--- config.mk ---
export PLATFORM = sky130hd
export DESIGN_NAME = uart_alu_ctrl
export DESIGN_NICKNAME = d
export VERILOG_FILES = /design/src/rtl/alu_defs.sv /design/src/rtl/idle_timer.sv /design/src/rtl/uart_alu_ctrl.sv
export SDC_FILE = /design/constraint.sdc
export NUM_CORES = 1
export LEC_CHECK = 0
export ABC_AREA = 1
export BUFFER_PORTS_ARGS = -buffer_cell sky130_fd_sc_hd__buf_2
export CAP_MARGIN = 30
export CORE_UTILIZATION = 29
export CTS_CLUSTER_SIZE = 40
export DETAILED_ROUTE_END_ITERATION = 10
export PLACE_DENSITY_LB_ADDON = 0.15
export SLEW_MARGIN = 10
export SYNTH_ARGS = -nofsm -noshare
export SYNTH_HDL_FRONTEND = slang
export SYNTH_SLANG_ARGS = --single-unit
--- constraint.sdc ---
create_clock -name clk -period 4.6 [get_ports clk]
set_input_delay 0.46 -clock clk [delete_from_list [all_inputs] [get_ports clk]]
set_output_delay 0.46 -clock clk [all_outputs]
set_load 0.03 [all_outputs]
--- src/rtl/alu_defs.sv ---
// Shared ALU definitions: opcode map, error byte, controller state encoding.
package alu_defs;

    localparam logic [5:0] OP_ADD = 6'h20;
    localparam logic [5:0] OP_SUB = 6'h22;
    localparam logic [5:0] OP_AND = 6'h24;
    localparam logic [5:0] OP_OR  = 6'h25;
    localparam logic [5:0] OP_XOR = 6'h26;
    localparam logic [5:0] OP_NOR = 6'h27;
    localparam logic [5:0] OP_SRA = 6'h03;
    localparam logic [5:0] OP_SRL = 6'h02;

    localparam logic [7:0] ERR_BYTE_DEFAULT = 8'hFF;

    typedef enum logic [2:0] {
        ST_WAIT_A  = 3'd0,
        ST_WAIT_B  = 3'd1,
        ST_WAIT_OP = 3'd2,
        ST_EXEC    = 3'd3,
        ST_SEND    = 3'd4,
        ST_WAIT_TX = 3'd5
    } state_t;

    // True for every opcode the external ALU implements.
    function automatic logic op_is_valid(input logic [5:0] op);
        logic ok;
        case (op)
            OP_ADD, OP_SUB, OP_AND, OP_OR,
            OP_XOR, OP_NOR, OP_SRA, OP_SRL: ok = 1'b1;
            default:                        ok = 1'b0;
        endcase
        return ok;
    endfunction

endpackage

--- src/rtl/idle_timer.sv ---
// Idle-cycle counter: saturates at TIMEOUT_CYCLES-1 and flags expiry there.
module idle_timer #(
    parameter int unsigned TIMEOUT_CYCLES = 1_000_000
) (
    input  logic clk,
    input  logic rst_n,
    input  logic clear,
    input  logic enable,
    output logic expired
);

    localparam int unsigned W = (TIMEOUT_CYCLES > 1) ? $clog2(TIMEOUT_CYCLES) : 1;
    localparam logic [W-1:0] LAST = W'(TIMEOUT_CYCLES - 1);
    localparam logic [W-1:0] ONE  = W'(1);

    logic [W-1:0] count_r;
    logic         at_last_s;

    assign at_last_s = (count_r == LAST);
    assign expired   = enable & at_last_s;

    // Count enabled idle cycles; clear wins, and the count holds at LAST so it never wraps.
    always_ff @(posedge clk or negedge rst_n) begin
        if (!rst_n) begin
            count_r <= '0;
        end else if (clear) begin
            count_r <= '0;
        end else if (enable && !at_last_s) begin
            count_r <= count_r + ONE;
        end else begin
            count_r <= count_r;
        end
    end

endmodule

--- src/rtl/uart_alu_ctrl.sv ---
// Frames three UART bytes (A, B, opcode) into an external ALU and sends the result back.
module uart_alu_ctrl
    import alu_defs::*;
#(
    parameter int unsigned TIMEOUT_CYCLES = 1_000_000,
    parameter logic [7:0]  ERR_BYTE       = ERR_BYTE_DEFAULT
) (
    input  logic       clk,
    input  logic       rst_n,
    input  logic       rx_done,
    input  logic [7:0] rx_data,
    input  logic       tx_done,
    output logic       tx_start,
    output logic [7:0] tx_data,
    output logic [7:0] alu_a,
    output logic [7:0] alu_b,
    output logic [5:0] alu_op,
    input  logic [7:0] alu_result,
    output logic       busy,
    output logic       err,
    output logic       timeout,
    output logic       overrun
);

    state_t     state_r, state_next;
    logic       latch_a_s, latch_b_s, latch_op_s;
    logic       overrun_s, timeout_s;
    logic       timer_clear_s, timer_en_s, expired_s;
    logic       tx_start_r, err_r, timeout_r, overrun_r, busy_r;
    logic [7:0] tx_data_r, alu_a_r, alu_b_r;
    logic [5:0] alu_op_r;

    assign timer_clear_s = rx_done | (state_next != state_r);
    assign timer_en_s    = (state_r == ST_WAIT_B) | (state_r == ST_WAIT_OP);

    idle_timer #(.TIMEOUT_CYCLES(TIMEOUT_CYCLES)) u_idle_timer (
        .clk     (clk),
        .rst_n   (rst_n),
        .clear   (timer_clear_s),
        .enable  (timer_en_s),
        .expired (expired_s)
    );

    // Next-state and byte-latch decode; a received byte beats a simultaneous timeout.
    always_comb begin
        state_next = state_r;
        latch_a_s  = 1'b0;
        latch_b_s  = 1'b0;
        latch_op_s = 1'b0;
        overrun_s  = 1'b0;
        timeout_s  = 1'b0;
        case (state_r)
            ST_WAIT_A: begin
                if (rx_done) begin
                    latch_a_s  = 1'b1;
                    state_next = ST_WAIT_B;
                end else begin
                    state_next = ST_WAIT_A;
                end
            end
            ST_WAIT_B: begin
                if (rx_done) begin
                    latch_b_s  = 1'b1;
                    state_next = ST_WAIT_OP;
                end else if (expired_s) begin
                    timeout_s  = 1'b1;
                    state_next = ST_WAIT_A;
                end else begin
                    state_next = ST_WAIT_B;
                end
            end
            ST_WAIT_OP: begin
                if (rx_done) begin
                    latch_op_s = 1'b1;
                    state_next = ST_EXEC;
                end else if (expired_s) begin
                    timeout_s  = 1'b1;
                    state_next = ST_WAIT_A;
                end else begin
                    state_next = ST_WAIT_OP;
                end
            end
            ST_EXEC: begin
                overrun_s  = rx_done;
                state_next = ST_SEND;
            end
            ST_SEND: begin
                overrun_s  = rx_done;
                state_next = ST_WAIT_TX;
            end
            ST_WAIT_TX: begin
                overrun_s = rx_done;
                if (tx_done) begin
                    state_next = ST_WAIT_A;
                end else begin
                    state_next = ST_WAIT_TX;
                end
            end
            default: begin
                state_next = ST_WAIT_A;
            end
        endcase
    end

    // State, operand registers and registered event/handshake outputs.
    always_ff @(posedge clk or negedge rst_n) begin
        if (!rst_n) begin
            state_r    <= ST_WAIT_A;
            alu_a_r    <= 8'h00;
            alu_b_r    <= 8'h00;
            alu_op_r   <= 6'h00;
            tx_data_r  <= 8'h00;
            tx_start_r <= 1'b0;
            err_r      <= 1'b0;
            timeout_r  <= 1'b0;
            overrun_r  <= 1'b0;
            busy_r     <= 1'b0;
        end else begin
            state_r    <= state_next;
            alu_a_r    <= latch_a_s  ? rx_data      : alu_a_r;
            alu_b_r    <= latch_b_s  ? rx_data      : alu_b_r;
            alu_op_r   <= latch_op_s ? rx_data[5:0] : alu_op_r;
            if (state_r == ST_EXEC) begin
                tx_data_r <= op_is_valid(alu_op_r) ? alu_result : ERR_BYTE;
            end else begin
                tx_data_r <= tx_data_r;
            end
            tx_start_r <= (state_r == ST_EXEC);
            err_r      <= (state_r == ST_EXEC) && !op_is_valid(alu_op_r);
            timeout_r  <= timeout_s;
            overrun_r  <= overrun_s;
            busy_r     <= (state_next != ST_WAIT_A);
        end
    end

    assign tx_start = tx_start_r;
    assign tx_data  = tx_data_r;
    assign alu_a    = alu_a_r;
    assign alu_b    = alu_b_r;
    assign alu_op   = alu_op_r;
    assign busy     = busy_r;
    assign err      = err_r;
    assign timeout  = timeout_r;
    assign overrun  = overrun_r;

endmodule

==> metrics <==
outcome=finished clean; # clock sinks=58; H-tree levels=3; Nets=421; Die W=98.94 um; WL met3=318 um; sequential fraction of the synthesis area=53.26%; Max Cap Viol=0; worst-path maximum fanout=13; Yosys cell types=25; cell mode on critical path=inv_1; slowest CP cell=dfrtp_1; Setup crit start kind=flop; PwrDens=631.4 mW/mm^2; Setup TNS=0 ns; CP arrival=2.37 ns; first-pass GRT wire length=11,040 um; # diodes=0; post-route clock period utilization=46.04%; TritonCTS clock tree=done; highest metal used=met4; IO Port Bufs=54; Routed wire per std cell=12.85 um; WP depth=8; total gr overflow=0; CP Buf/Inv Count=3; Rows=35; Hold Vio Cnt, Final=0; max-slew violations=0; pin count of the biggest net entering global routing=59; vias per cell=4.506; Final setup viols=0; worst hold path class=in -> async; Die Span Y=98.94 um; Yosys reg bits=58; P&R area growth vs syn=21.30%; Post-DP HPWL=4761 um; worst slack, placed=2.477 ns; Leak=0.001664 uW; Synth Area per Inst=8.015 sq um; Max VDD drop=0.0003267 V; Top delay family on crit path=simple AND/OR/NAND/NOR gates; CTS resizes=0; CTS buffer count=9; Async SR Flop Fraction=100.0%; DRC=0; layout cells sized above 1=20.74%; Slew @ Worst Pin=0.7654 ns; f_max=472.2 MHz; initial antenna violation count=0; vias in the first global route=2,274; crit-path cells=inv_1 -> nand3_1 -> inv_1 -> a211oi_1 -> nand2_2 -> nor2_4 -> inv_4 -> a21oi_1; Setup CP Type=reg -> reg; root buffer cell=clkbuf_8; Post-Synthesis Cells=340; Vias=2,325; Post-Synthesis Cell Area=0.002725 sq mm; Tmin final=2.118 ns; final worst setup slack=2.482 ns; Worst setup EP type=flop; first-pass detailed-route iteration total=4; CP max stage delay=0.42 ns; M1 WL=3273 um; Post-Route WL=6631 um; WL met2=2930 um; post-synthesis net count=361; Top Ports=55; Core Area=0.009153 sq mm; Final Wtd Congestion=0.8436; cts hold-fix bufs=0; Setup Buffers After CTS=0; FF-to-FF setup slack=2.48 ns; synth warn=0; initial DRC count=84; Max-slew headroom=48.98%; Worst Path Required=4.86 ns; total power draw=2087 uW; Global Route Usage Sum=14.56%; Main synth FF type=dfrtp_1; Initial Utilization=29.77%; Fin Clk Skew=0.009196 ns; Clock Latency Late Sink=0.33 ns; unrepaired setup endpoints after global routing=false; DIE AREA=0.009788 sq mm; number of synthesized flops with an enable pin=0; post-route ant nets=0; Reg clk slew, reported paths=0.07 ns; R2R cell count=8; Clock Tree Buf Depth=2
## worst reg2reg max path, cell delays in order, from the launching register on
cell and delay (ns):
dfrtp_1 0.42, inv_1 0.09, nand3_1 0.33, inv_1 0.28, a211oi_1 0.28, nand2_2 0.10
nor2_4 0.26, inv_4 0.15, a21oi_1 0.14
## cell families after synthesis
logic type / after synthesis / share of synthesized area [%]
adder cells (fa/ha/maj): 1 / 0.4591
XOR/XNOR: 8 / 2.571
flip-flops: 58 / 53.26
AO/OA/AOI/OAI: 39 / 7.713
AND/OR/NAND/NOR: 184 / 28.19
buffers and inverters: 48 / 6.979
multiplexers: 2 / 0.8264
## cells in the mapped netlist, drive strengths merged, types with 2 or more instances
cell	count	area (sq um)
a21oi	5	25.02
clkbuf	5	18.77
dfrtp	58	1451
inv	42	160.2
mux2	2	22.52
nand2	102	390.4
nand3	20	100.1
nand4	6	37.54
nor2	51	214.0
nor3	4	20.02
o21ai	30	153.9
o21bai	2	15.01
xor2	8	70.07
## metrics by stage
stage                     instances  util (%)  hold slack [ns]  instance area (sq um)
after global placement          500     34.00           0.4589                   3112
after floorplan                 340         -           0.1644                   2725
after CTS                       516     36.12           0.3128                   3306
final                           516     36.12           0.2490                   3306
after global routing            516     36.12           0.3480                   3306
after detailed placement        500     34.00           0.4624                   3112
## flip-flops by register name, summed over array words and instances, names as in the netlist
register / count
tx_start: 1
err: 1
overrun: 1
timeout: 1
busy: 1
state_r: 3
alu_a: 8
tx_data: 8
u_idle_timer.count_r: 20
alu_op: 6
alu_b: 8
## path summary, 6_finish.rpt
check,startpoint,to
min in group clk,alu_result[7],tx_data[7]$_DFFE_PN0P_
max in group asynchronous,rst_n,u_idle_timer.count_r[16]$_DFFE_PN0P_
hold reg to reg,alu_b[6]$_DFFE_PN0P_,alu_b[6]$_DFFE_PN0P_
hold / removal,rst_n,u_idle_timer.count_r[15]$_DFFE_PN0P_
setup / recovery,state_r[2]$_DFF_PN0_,u_idle_timer.count_r[1]$_DFFE_PN0P_
setup reg to reg,state_r[2]$_DFF_PN0_,u_idle_timer.count_r[1]$_DFFE_PN0P_
## layout make-up
class / count / area, sq um
tap: 111 / 138.9
multi-input combinational: 234 / 1084
clock inverter: 6 / 66.31
sequential: 58 / 1451
clock buffer: 10 / 127.6
inverter: 42 / 160.2
fill: 962 / 5847
timing repair buffer: 55 / 277.8
## cells in the final DEF (no fill, tap or decap), types with 2 or more instances in the layout
| cell | count |
|---|---|
| nand2_1 | 99 |
| dfrtp_1 | 58 |
| buf_2 | 54 |
| nor2_1 | 46 |
| inv_1 | 39 |
| o21ai_0 | 28 |
| nand3_1 | 20 |
| clkbuf_8 | 9 |
| xor2_1 | 8 |
| nand4_1 | 6 |
| a21oi_1 | 5 |
| nor3_1 | 4 |
| nand2_2 | 3 |
| nor2_2 | 3 |
| clkinvlp_4 | 3 |
| inv_2 | 2 |
| nor2_4 | 2 |
| mux2_2 | 2 |
| o21bai_1 | 2 |
## metal layers
| layer | GRT usage (%) | vias to the layer above |
|---|---|---|
| li1 | - | 1190 |
| met1 | 19.25 | 1058 |
| met2 | 22.16 | 67 |
| met3 | 4.397 | 10 |
| met4 | 6.085 | 0 |
| met5 | 0 | - |
## report_power, final
| group | total (uW) | switching (uW) | internal [uW] |
|---|---|---|---|
| combinational | 853 | 620 | 233 |
| clock | 470 | 219 | 251 |
| sequential | 764 | 98.9 | 666 |
Note: power is estimated with default switching activity, not from simulation.
